### src/rtl/ddr_pkg.sv
// Shared constants for the DDR burst sequencer: command pin encodings,
// FSM state codes and the DM idle value.
package ddr_pkg;

    // {ras_n, cas_n, we_n}
    localparam logic [2:0] CMD_NOP   = 3'b111;
    localparam logic [2:0] CMD_ACT   = 3'b011;
    localparam logic [2:0] CMD_READ  = 3'b101;
    localparam logic [2:0] CMD_WRITE = 3'b100;
    localparam logic [2:0] CMD_PRE   = 3'b010;
    localparam logic [2:0] CMD_REF   = 3'b001;

    localparam logic [1:0] DM_MASKED = 2'b11;

    localparam logic [3:0] ST_IDLE    = 4'd0;
    localparam logic [3:0] ST_ACT     = 4'd1;
    localparam logic [3:0] ST_TRCD_W  = 4'd2;
    localparam logic [3:0] ST_RW_CMD  = 4'd3;
    localparam logic [3:0] ST_WR_DATA = 4'd4;
    localparam logic [3:0] ST_WR_POST = 4'd5;
    localparam logic [3:0] ST_TWR_W   = 4'd6;
    localparam logic [3:0] ST_RD_WAIT = 4'd7;
    localparam logic [3:0] ST_RD_DATA = 4'd8;
    localparam logic [3:0] ST_PRE     = 4'd9;
    localparam logic [3:0] ST_TRP_W   = 4'd10;
    localparam logic [3:0] ST_REF     = 4'd11;
    localparam logic [3:0] ST_TRFC_W  = 4'd12;

    function automatic int imax(input int a, input int b);
        return (a > b) ? a : b;
    endfunction

endpackage

### src/rtl/ddr_wait_ctr.sv
// Loadable down-counter shared by every timed state of the sequencer;
// done_o is high while the count sits at zero.
module ddr_wait_ctr #(
    parameter int W = 4
) (
    input  logic         clock_i,
    input  logic         reset_ni,
    input  logic         load_i,
    input  logic [W-1:0] load_val_i,
    output logic [W-1:0] count_o,
    output logic         done_o
);

    logic [W-1:0] count_q;
    logic [W-1:0] count_d;

    // Load wins; otherwise count down and stick at zero.
    always_comb begin
        count_d = count_q;
        if (load_i) begin
            count_d = load_val_i;
        end else if (count_q != '0) begin
            count_d = count_q - W'(1);
        end else begin
            count_d = count_q;
        end
    end

    // Count register.
    always_ff @(posedge clock_i or negedge reset_ni) begin
        if (!reset_ni) begin
            count_q <= '0;
        end else begin
            count_q <= count_d;
        end
    end

    assign count_o = count_q;
    assign done_o  = (count_q == '0);

endmodule

### src/rtl/ddr_burst_seq.sv
// Closed-page DDR access sequencer: ACT -> READ/WRITE -> PRE per request,
// with refresh arbitration and DQS/DM/capture-window control for iobs_flow.
module ddr_burst_seq
    import ddr_pkg::*;
#(
    parameter int ROW_BITS  = 13,
    parameter int COL_BITS  = 10,
    parameter int BANK_BITS = 2,
    parameter int TRCD      = 2,
    parameter int CL        = 2,
    parameter int BL        = 4,
    parameter int TWR       = 2,
    parameter int TRP       = 2,
    parameter int TRFC      = 8
) (
    input  logic                 clock_i,
    input  logic                 reset_ni,
    input  logic                 req_i,
    input  logic                 rnw_i,
    input  logic [BANK_BITS-1:0] bank_i,
    input  logic [ROW_BITS-1:0]  row_i,
    input  logic [COL_BITS-1:0]  col_i,
    input  logic [1:0]           be_i,
    output logic                 ack_o,
    output logic                 busy_o,
    output logic                 wr_next_o,
    output logic                 rd_valid_o,
    input  logic                 ref_req_i,
    output logic                 ref_ack_o,
    output logic [2:0]           ddr_cmd_o,
    output logic [BANK_BITS-1:0] ddr_ba_o,
    output logic [ROW_BITS-1:0]  ddr_a_o,
    output logic [1:0]           ctl_dm_o,
    output logic [1:0]           ctl_dqs_o,
    output logic                 ctl_dqs_oe_o
);

    localparam int MAXW = imax(imax(imax(TRCD, CL), imax(BL / 2, TWR)), imax(TRP, TRFC));
    localparam int CW   = (MAXW < 1) ? 1 : $clog2(MAXW + 1);

    // A state entered with load value k lasts k+1 clocks.
    localparam logic [CW-1:0] LD_TRCD  = (TRCD > 1) ? CW'(TRCD - 2) : '0;
    localparam logic [CW-1:0] LD_CL    = (CL > 1)   ? CW'(CL - 2)   : '0;
    localparam logic [CW-1:0] LD_BURST = CW'(BL / 2 - 1);
    localparam logic [CW-1:0] LD_TWR   = (TWR > 0)  ? CW'(TWR - 1)  : '0;
    localparam logic [CW-1:0] LD_TRP   = (TRP > 0)  ? CW'(TRP - 1)  : '0;
    localparam logic [CW-1:0] LD_TRFC  = (TRFC > 0) ? CW'(TRFC - 1) : '0;

    logic [3:0]           state_q, state_d;
    logic                 rnw_q;
    logic [BANK_BITS-1:0] bank_q;
    logic [COL_BITS-1:0]  col_q;

    logic                 accept_s;
    logic                 load_s;
    logic [CW-1:0]        load_val_s;
    logic [CW-1:0]        cnt_s;
    logic                 done_s;
    logic                 data_last_s;

    logic [2:0]           cmd_q, cmd_d;
    logic [BANK_BITS-1:0] ba_q, ba_d;
    logic [ROW_BITS-1:0]  a_q, a_d;
    logic [1:0]           dm_q, dm_d;
    logic [1:0]           dqs_q, dqs_d;
    logic                 oe_q, oe_d;
    logic                 ack_q, ack_d;
    logic                 ref_ack_q, ref_ack_d;
    logic                 wr_next_q, wr_next_d;
    logic                 rd_valid_q, rd_valid_d;
    logic                 busy_q, busy_d;

    assign accept_s = (state_q == ST_IDLE) && !ref_req_i && req_i;

    // Sequencer next state; zero-length waits are skipped entirely.
    always_comb begin
        state_d = state_q;
        case (state_q)
            ST_IDLE: begin
                if (ref_req_i) begin
                    state_d = ST_REF;
                end else if (req_i) begin
                    state_d = ST_ACT;
                end else begin
                    state_d = ST_IDLE;
                end
            end
            ST_ACT:     state_d = (TRCD > 1) ? ST_TRCD_W : ST_RW_CMD;
            ST_TRCD_W:  state_d = done_s ? ST_RW_CMD : ST_TRCD_W;
            ST_RW_CMD: begin
                if (rnw_q) begin
                    state_d = (CL > 1) ? ST_RD_WAIT : ST_RD_DATA;
                end else begin
                    state_d = ST_WR_DATA;
                end
            end
            ST_WR_DATA: state_d = done_s ? ST_WR_POST : ST_WR_DATA;
            ST_WR_POST: state_d = (TWR > 0) ? ST_TWR_W : ST_PRE;
            ST_TWR_W:   state_d = done_s ? ST_PRE : ST_TWR_W;
            ST_RD_WAIT: state_d = done_s ? ST_RD_DATA : ST_RD_WAIT;
            ST_RD_DATA: state_d = done_s ? ST_PRE : ST_RD_DATA;
            ST_PRE:     state_d = (TRP > 0) ? ST_TRP_W : ST_IDLE;
            ST_TRP_W:   state_d = done_s ? ST_IDLE : ST_TRP_W;
            ST_REF:     state_d = (TRFC > 0) ? ST_TRFC_W : ST_IDLE;
            ST_TRFC_W:  state_d = done_s ? ST_IDLE : ST_TRFC_W;
            default:    state_d = ST_IDLE;
        endcase
    end

    // Counter is reloaded on every state change with the new state's length.
    always_comb begin
        load_s     = (state_d != state_q);
        load_val_s = '0;
        case (state_d)
            ST_TRCD_W:  load_val_s = LD_TRCD;
            ST_RD_WAIT: load_val_s = LD_CL;
            ST_WR_DATA: load_val_s = LD_BURST;
            ST_RD_DATA: load_val_s = LD_BURST;
            ST_TWR_W:   load_val_s = LD_TWR;
            ST_TRP_W:   load_val_s = LD_TRP;
            ST_TRFC_W:  load_val_s = LD_TRFC;
            default:    load_val_s = '0;
        endcase
    end

    ddr_wait_ctr #(.W(CW)) u_wait_ctr (
        .clock_i    (clock_i),
        .reset_ni   (reset_ni),
        .load_i     (load_s),
        .load_val_i (load_val_s),
        .count_o    (cnt_s),
        .done_o     (done_s)
    );

    // The next clock is the final data clock when the counter will read zero.
    assign data_last_s = load_s ? (load_val_s == '0) : (cnt_s == CW'(1));

    // Registered outputs are decoded from the state being entered.
    always_comb begin
        cmd_d      = CMD_NOP;
        ba_d       = ba_q;
        a_d        = a_q;
        dm_d       = DM_MASKED;
        dqs_d      = 2'b00;
        oe_d       = 1'b0;
        ack_d      = 1'b0;
        ref_ack_d  = 1'b0;
        wr_next_d  = 1'b0;
        rd_valid_d = 1'b0;
        busy_d     = (state_d != ST_IDLE);
        case (state_d)
            ST_ACT: begin
                cmd_d = CMD_ACT;
                ba_d  = bank_i;
                a_d   = row_i;
            end
            ST_RW_CMD: begin
                cmd_d = rnw_q ? CMD_READ : CMD_WRITE;
                ba_d  = bank_q;
                a_d   = '0;
                a_d[COL_BITS-1:0] = col_q;
                oe_d  = !rnw_q;
            end
            ST_WR_DATA: begin
                dm_d      = ~be_i;
                dqs_d     = 2'b11;
                oe_d      = 1'b1;
                wr_next_d = 1'b1;
                ack_d     = data_last_s;
            end
            ST_WR_POST: begin
                oe_d = 1'b1;
            end
            ST_RD_DATA: begin
                rd_valid_d = 1'b1;
                ack_d      = data_last_s;
            end
            ST_PRE: begin
                cmd_d   = CMD_PRE;
                a_d     = '0;
                a_d[10] = 1'b1;
            end
            ST_REF: begin
                cmd_d     = CMD_REF;
                ref_ack_d = 1'b1;
            end
            default: begin
                cmd_d = CMD_NOP;
            end
        endcase
    end

    // State and request capture registers.
    always_ff @(posedge clock_i or negedge reset_ni) begin
        if (!reset_ni) begin
            state_q <= ST_IDLE;
            rnw_q   <= 1'b0;
            bank_q  <= '0;
            col_q   <= '0;
        end else begin
            state_q <= state_d;
            if (accept_s) begin
                rnw_q  <= rnw_i;
                bank_q <= bank_i;
                col_q  <= col_i;
            end else begin
                rnw_q  <= rnw_q;
                bank_q <= bank_q;
                col_q  <= col_q;
            end
        end
    end

    // Output registers.
    always_ff @(posedge clock_i or negedge reset_ni) begin
        if (!reset_ni) begin
            cmd_q      <= CMD_NOP;
            ba_q       <= '0;
            a_q        <= '0;
            dm_q       <= DM_MASKED;
            dqs_q      <= 2'b00;
            oe_q       <= 1'b0;
            ack_q      <= 1'b0;
            ref_ack_q  <= 1'b0;
            wr_next_q  <= 1'b0;
            rd_valid_q <= 1'b0;
            busy_q     <= 1'b0;
        end else begin
            cmd_q      <= cmd_d;
            ba_q       <= ba_d;
            a_q        <= a_d;
            dm_q       <= dm_d;
            dqs_q      <= dqs_d;
            oe_q       <= oe_d;
            ack_q      <= ack_d;
            ref_ack_q  <= ref_ack_d;
            wr_next_q  <= wr_next_d;
            rd_valid_q <= rd_valid_d;
            busy_q     <= busy_d;
        end
    end

    assign ddr_cmd_o    = cmd_q;
    assign ddr_ba_o     = ba_q;
    assign ddr_a_o      = a_q;
    assign ctl_dm_o     = dm_q;
    assign ctl_dqs_o    = dqs_q;
    assign ctl_dqs_oe_o = oe_q;
    assign ack_o        = ack_q;
    assign ref_ack_o    = ref_ack_q;
    assign wr_next_o    = wr_next_q;
    assign rd_valid_o   = rd_valid_q;
    assign busy_o       = busy_q;

endmodule

### config.mk
export PLATFORM = sky130hd
export DESIGN_NAME = ddr_burst_seq
export DESIGN_NICKNAME = d
export VERILOG_FILES = /design/src/rtl/ddr_pkg.sv /design/src/rtl/ddr_wait_ctr.sv /design/src/rtl/ddr_burst_seq.sv
export SDC_FILE = /design/constraint.sdc
export NUM_CORES = 1
export LEC_CHECK = 0
export BUFFER_PORTS_ARGS = -buffer_cell sky130_fd_sc_hd__clkbuf_2
export CORE_ASPECT_RATIO = 0.8
export CORE_MARGIN = 2
export CORE_UTILIZATION = 30
export DETAILED_ROUTE_END_ITERATION = 12
export PLACE_DENSITY_LB_ADDON = 0.15
export SYNTH_ARGS = -nofsm -noshare
export SYNTH_HDL_FRONTEND = slang
export SYNTH_SLANG_ARGS = --single-unit
### constraint.sdc
create_clock -name clock_i -period 7 [get_ports clock_i]
set_clock_uncertainty 0.05 [all_clocks]
set_input_delay 0.35 -clock clock_i [delete_from_list [all_inputs] [get_ports clock_i]]
set_output_delay 0.35 -clock clock_i [all_outputs]
set_load 0.01 [all_outputs]
==> impl_metrics.csv, run 1 <==
group,metric,value,unit
worst_setup_path,critical_path.max_fanout,14,
clocking,postCtsSetupBuffers,0,
global_route,grt_pass1_wl,8400,µm
sta,setup-tns-final,0,ns
worst_setup_path,required,7.10,ns
yosys,synth-main-ff-cell,"dfrtp_1",
yosys,synth_common_cells,"42 x dfrtp_1, 20 x nor2_1, 12 x nand2_1, 11 x a222oi_1, 9 x a21oi_1",
yosys,async_reset_ff_share,100,%
global_route,antenna_found_initial,0,
yosys,netlist_top_cells_area,"dfrtp_1 47%, dfstp_2 5.8%, a222oi_1 4.9%",
layout,antenna_cells,0,
power,ir_drop,0.000133,V
yosys,syn-cell-area,0.00225,mm²
detailed_routing,post-route-drc-count,0,
placed_design,port_buffers,59,
yosys,syn_avg_cell_area,11.3,µm²
worst_setup_path,regToRegEndpoint,"ddr_a_o[3]",
sta,fin_crit_sh,43.9,%
worst_setup_path,r2r_slack,3.93,ns
global_route,grt_pass1_vias,1632,
worst_setup_path,worstSetupPathType,"register to register",
sta,maxSlewViolCount,0,
detailed_routing,met3WireLength,261,µm
yosys,syn_inst,200,
detailed_routing,ant_nets,0,
layout,syn_to_final_growth,19.5,%
clocking,cts_sinks,47,
detailed_routing,highest_layer,"met4",
placed_design,globalplace.congestion,0.861,
floorplanning,boundaryPins,60,
floorplanning,die_w,101,µm
worst_setup_path,startpoint_type,"register",
yosys,synth_edf_count,0,
power,p_total,0.00120,W
yosys,ys_seq_area_share,52.5,%
placed_design,dp_hpwl,3680,µm
detailed_routing,routed_wl,5270,µm
global_route,grt_max_degree,48,
clocking,path_clk_slew,0.09,ns
clocking,clk_latency,0.29,ns
run_status,status,"complete, no violations",
yosys,synth_top_area_share,46.7,%
power,power.density,447,mW/mm²
floorplanning,dieHeight,81.5,µm
sta,hold_violations,0,
worst_hold_path,hp-class,"input port to async pin",
worst_setup_path,crit_path_end_kind,"register",
sta,clock.fmax,326,MHz
clocking,clockBufferDepth,2,
sta,tightest_slew,0.936,ns
yosys,ys_ff_latch,47,
detailed_routing,first_pass_iters,5,
detailed_routing,dr.first_iter.drc_count,143,
yosys,synth_area_leader_cell,"dfrtp_1",
layout,layout-drive-gt1-share,36.5,%
layout,nets,285,
detailed_routing,post_drt_wl_per_cell,15.4,µm
worst_setup_path,arrival,3.17,ns
sta,layout_setup_ws,3.93,ns
worst_setup_path,r2r_cells,8,
floorplanning,start_util,30.7,%
clocking,cts-root-buf,"clkbuf_8",
sta,rsz0062_at_grt,"no",
worst_setup_path,crit_path_end,"ddr_a_o[3]",
yosys,mappedNetlistNets,234,
placed_design,dpl_worst_slack,3.92,ns
detailed_routing,met1Wirelength,2680,µm
global_route,grt_use_total,13.3,%
worst_setup_path,timing.rr.start,"u_wait_ctr.count_o[0]",
clocking,hold_buffers,0,
floorplanning,core,0.00732,mm²
job,drv_cap,0,
clocking,cts_resized,0,
yosys,yosysUniqueCellTypes,53,
layout,n_fill_cell,743,
clocking,numCtsBuffers,5,
floorplanning,dieArea,0.00822,mm²
sta,relSlewSlack,37.4,%
sta,min_period,3.07,ns
power,power.leakage,1.29,nW
clocking,cts_tree,"built",
clocking,cts_max_level,2,
sta,setup_viol,0,
floorplanning,row_count,28,
global_route,grt-ovfl-total,0,
worst_setup_path,startpoint,"u_wait_ctr.count_o[0]",
detailed_routing,met2_length,2230,µm
sta,holdWs,0.0794,ns
layout,utilization,36.7,%
yosys,yosysMostFrequentCell,"dfrtp_1",
detailed_routing,viasPerCell,5.13,
detailed_routing,vias,1756,
yosys,ys_warn_count,0,
-- through the flow --
step,instance area [µm²],cells
after CTS,2690,342
after floorplan,2250,200
final,2690,342
after global routing,2690,342
after detailed placement,2560,334
after global placement,2560,334
-- routing by layer --
layer | GRT usage, % | vias up
met3 | 3.40 | 9
met5 | 0 | -
met2 | 19.1 | 46
li1 | - | 837
met4 | 4.52 | 0
met1 | 19.6 | 864
-- sequential cells by signal (all words and copies together), names as in the netlist, 2 cells and up --
register and cells:
bank_q 2, col_q 10, ddr_cmd_o 3, ctl_dm_o 2
ddr_a_o 13, u_wait_ctr.count_o 4, state_q 4, ddr_ba_o 2
-- worst min path at each step --
stage,cells past startpoint,endpoint,start,slack (ns)
floorplan,0,ack_o,reset_ni,0.004
global placement,2,ctl_dm_o[1],be_i[1],0.43
detailed placement,2,col_q[8],reset_ni,0.43
CTS,2,col_q[8],reset_ni,0.10
global route,2,ctl_dm_o[1],be_i[1],0.1
finish,2,col_q[8],reset_ni,0.08
-- worst max-delay path: stages, from the launching register on --
cell	delay [ns]
dfrtp_1	0.40
inv_1	0.10
ha_1	0.26
nor3b_2	0.49
o221ai_1	0.21
a21oi_1	0.44
nand2_1	0.46
a222oi_1	0.44
nor2_1	0.07
-- where the power goes --
group / total, W / internal [W] / switching, W
logic: 0.000505 / 0.000231 / 0.000274
registers: 0.000465 / 0.000374 / 0.0000913
clock network: 0.000231 / 0.000143 / 0.0000881
-- cell type report --
class	instances	area, µm²	share of cell area [%]
Clock inverter	2	60.1	2.23
Tap cell	90	113	4.19
Sequential cell	47	1180	44.0
Clock buffer	6	72.6	2.70
Multi-Input combinational cell	128	921	34.2
Inverter	8	30.0	1.12
Timing Repair Buffer	61	310	11.5
-- cell usage in the layout, fill, tap and decap left out, types with 3 or more instances in the layout --
cell type   n
clkbuf_2   59
dfrtp_1    42
nor2_1     20
nand2_1    12
a222oi_1   11
a21oi_1     9
inv_1       8
mux2_2      8
o21ai_0     6
clkbuf_8    5
dfstp_2     5
o21a_1      4
nor3_1      4
nand3_1     4
mux2_4      4
and3_1      3
-- logic make-up (layout without fill, tap and decap cells) --
kind of cell / count (synthesis) / in the layout / synth area share [%]
compound gates: 51 / 51 / 17.5
xor+xnor: 1 / 1 / 0.389
fa+ha+maj: 2 / 2 / 1.11
buf+inv: 25 / 77 / 6.56
flops: 47 / 47 / 52.5
mux: 12 / 12 / 6.67
simple gates: 62 / 62 / 15.3
No activity file was read; power rests on OpenSTA's default activity.
==> run 2: changes to the inputs <==
--- a/config.mk
+++ b/config.mk
@@ -5,6 +5,7 @@
 export SDC_FILE = /design/constraint.sdc
 export NUM_CORES = 1
 export LEC_CHECK = 0
+export ABC_AREA = 1
 export BUFFER_PORTS_ARGS = -buffer_cell sky130_fd_sc_hd__clkbuf_2
 export CORE_ASPECT_RATIO = 0.8
 export CORE_MARGIN = 2
==> constraint.sdc (replaced) <==
create_clock -name clock_i -period 3 [get_ports clock_i]
set_clock_uncertainty 0.05 [all_clocks]
set_input_delay 0.15 -clock clock_i [delete_from_list [all_inputs] [get_ports clock_i]]
set_output_delay 0.15 -clock clock_i [all_outputs]
set_load 0.01 [all_outputs]
==> run 2 against run 1 <==
Fmax rose by 24%; sequential power increased by 140%; cell count rose by 41%; sequential cell count unchanged; synthesized area rose by 3.4%; worst hold slack got worse by 0.062 ns; power rose to 2.7 times the previous value; largest power group unchanged.
==> impl_metrics.csv, run 2 <==
group,metric,value,unit
clocking,cts_resized,0,
yosys,synth-main-ff-cell,"dfrtp_1",
placed_design,dp_hpwl,4490,µm
yosys,syn_avg_cell_area,7.71,µm²
sta,clock.fmax,404,MHz
global_route,grt_max_degree,33,
yosys,synth_xor_area_share,1.13,%
worst_setup_path,startpoint_type,"register",
worst_setup_path,r2r_slack,0.53,ns
sta,setup-tns-final,0,ns
power,ir_drop,0.000264,V
placed_design,dpl_worst_slack,0.565,ns
placed_design,dp_cells,460,
sta,relSlewSlack,46.3,%
floorplanning,dieHeight,82.8,µm
global_route,grt_pass1_vias,1951,
worst_setup_path,regToRegEndpoint,"ddr_a_o[3]",
sta,hold_violations,0,
floorplanning,boundaryPins,60,
sta,fin_crit_sh,82.5,%
sta,maxSlewViolCount,0,
layout,final_design_area_no_fill,0.00298,mm²
detailed_routing,post-route-drc-count,0,
worst_setup_path,timing.rr.start,"u_wait_ctr.count_o[0]",
placed_design,port_buffers,59,
floorplanning,die_w,103,µm
clocking,cts_sinks,47,
yosys,async_reset_ff_share,100,%
worst_setup_path,startpoint,"u_wait_ctr.count_o[0]",
placed_design,dpl_cell_area,0.00272,mm²
layout,largest_reg_flops,13,
yosys,synth_area_leader_cell,"dfrtp_1",
clocking,cts_tree,"built",
detailed_routing,dr.first_iter.drc_count,123,
power,power.leakage,1.64,nW
floorplanning,row_count,28,
detailed_routing,vias,2116,
layout,nets,411,
placed_design,globalplace.congestion,0.856,
worst_setup_path,arrival,2.68,ns
sta,setup_viol,0,
layout,final_common_cell,"nand2_1",
clocking,clockBufferDepth,2,
layout,antenna_cells,0,
worst_setup_path,worstSetupPathType,"register to register",
clocking,clk_latency,0.31,ns
layout,n_fill_cell,808,
yosys,synth_top_area_share,45.1,%
clocking,cts-root-buf,"clkbuf_8",
yosys,netlist_top_cells_area,"dfrtp_1 45%, nand2_1 22%, nand3_1 6.4%",
floorplanning,core,0.00746,mm²
layout,layout_common_cells,"135 x nand2_1, 59 x clkbuf_2, 42 x dfrtp_1",
detailed_routing,routed_wl,6000,µm
yosys,mappedNetlistNets,336,
floorplanning,dieArea,0.00849,mm²
yosys,synth_common_cells,"135 x nand2_1, 42 x dfrtp_1, 30 x nand3_1, 23 x nor2_1, 13 x inv_1",
yosys,syn-cell-area,0.00233,mm²
yosys,synthSimpleGateAreaFrac,37.8,%
yosys,yosysMostFrequentCell,"nand2_1",
worst_setup_path,crit_path_end,"ddr_a_o[3]",
yosys,synthAdderAreaFrac,1.07,%
detailed_routing,viasPerCell,4.38,
sta,tightest_slew,0.806,ns
worst_setup_path,required,3.20,ns
yosys,yosysUniqueCellTypes,25,
run_status,status,"complete, no violations",
clocking,cts_max_level,2,
yosys,synth_edf_count,0,
worst_setup_path,r2r_cells,14,
yosys,synth_compound_area_share,2.96,%
yosys,ys_seq_area_share,50.8,%
detailed_routing,post_drt_wl_per_cell,12.4,µm
yosys,synth_top_family_by_area,"simple AND/OR/NAND/NOR gates",
clocking,path_clk_slew,0.10,ns
global_route,grt_pass1_wl,9940,µm
sta,rsz0062_at_grt,"no",
layout,fin_cells,483,
yosys,synthMuxAreaShare,0,%
job,drv_cap,0,
detailed_routing,ant_nets,0,
yosys,ys_ff_latch,47,
sta,layout_setup_ws,0.526,ns
floorplanning,start_util,31.2,%
global_route,grt-ovfl-total,0,
global_route,grt_use_total,15.0,%
clocking,numCtsBuffers,5,
yosys,syn_inst,302,
power,power.density,1090,mW/mm²
sta,min_period,2.47,ns
layout,syn_to_final_growth,28.1,%
worst_hold_path,hp-class,"input port to register",
worst_setup_path,critical_path.max_fanout,13,
detailed_routing,first_pass_iters,4,
sta,holdWs,0.0177,ns
yosys,ys_warn_count,0,
worst_setup_path,crit_path_end_kind,"register",
layout,layout-drive-gt1-share,26.5,%
global_route,antenna_found_initial,0,
[run 2: area by class of cell]
type	instances	area [µm²]	share of cell area (%)
flip-flops and latches	47	1180	39.6
clock inverters	3	46.3	1.55
multi-input cells	223	1000	33.5
well taps	105	131	4.40
repair buffers	77	468	15.7
inverters	23	86.3	2.89
clock buffers	5	68.8	2.31
[run 2: timing repair]
| action | CTS | global route |
|---|---|---|
| buffers inserted | 0 | 0 |
| hold buffers | 14 | 1 |
| hold endpoints to repair | 41 | 1 |
[run 2: logic make-up after synthesis]
kind of cell             after synthesis
adder cells (fa/ha/maj)                2
flip-flops                            47
buffers and inverters                 32
AND/OR/NAND/NOR                      207
XOR/XNOR                               3
AO/OA/AOI/OAI                         11
[run 2: how the worst min path moves through the flow]
stage               slack [ns]  depth (start not counted)           to     start
CTS                      0.006                          3     col_q[4]  col_i[4]
finish                    0.02                          3     col_q[0]  col_i[0]
global placement          0.23                          2  ctl_dm_o[1]   be_i[1]
global route              0.01                          3     col_q[0]  col_i[0]
detailed placement        0.23                          2  ctl_dm_o[1]   be_i[1]
floorplan                -0.20                          0        ack_o  reset_ni
[run 2: power by group]
part,internal [W],total (W),switching (W)
Clock,0.000252,0.000491,0.000240
Sequential,0.000925,0.00111,0.000185
Combinational,0.000559,0.00165,0.00110
[run 2: stage by stage]
stage | utilization, % | total power, W
6_report | 40.0 | 0.00325
5_1_grt | 40.0 | 0.00360
4_1_cts | 39.8 | 0.00328
3_5_place_dp | 36.4 | 0.00276
3_3_place_gp | 36.4 | 0.00276
2_1_floorplan | - | 0.00231
[run 2: worst max-delay path, cell delays in order (launching register included)]
cell and delay, ns:
dfrtp_1 0.39, inv_1 0.11, ha_1 0.23, nand2_1 0.09
nor2_2 0.24, nor2_1 0.10, nor2_2 0.20, nand2_2 0.12
inv_2 0.06, nor2_2 0.03, nand2_2 0.20, nand2_2 0.21
inv_2 0.23, nand2_1 0.09, nand2_1 0.07
[run 2: metal layers]
metal,part of all wire (%),global-route usage [%]
met4,1.1,4.36
met3,5.3,2.86
met1,54,24.0
met2,40,20.2
met5,0,0
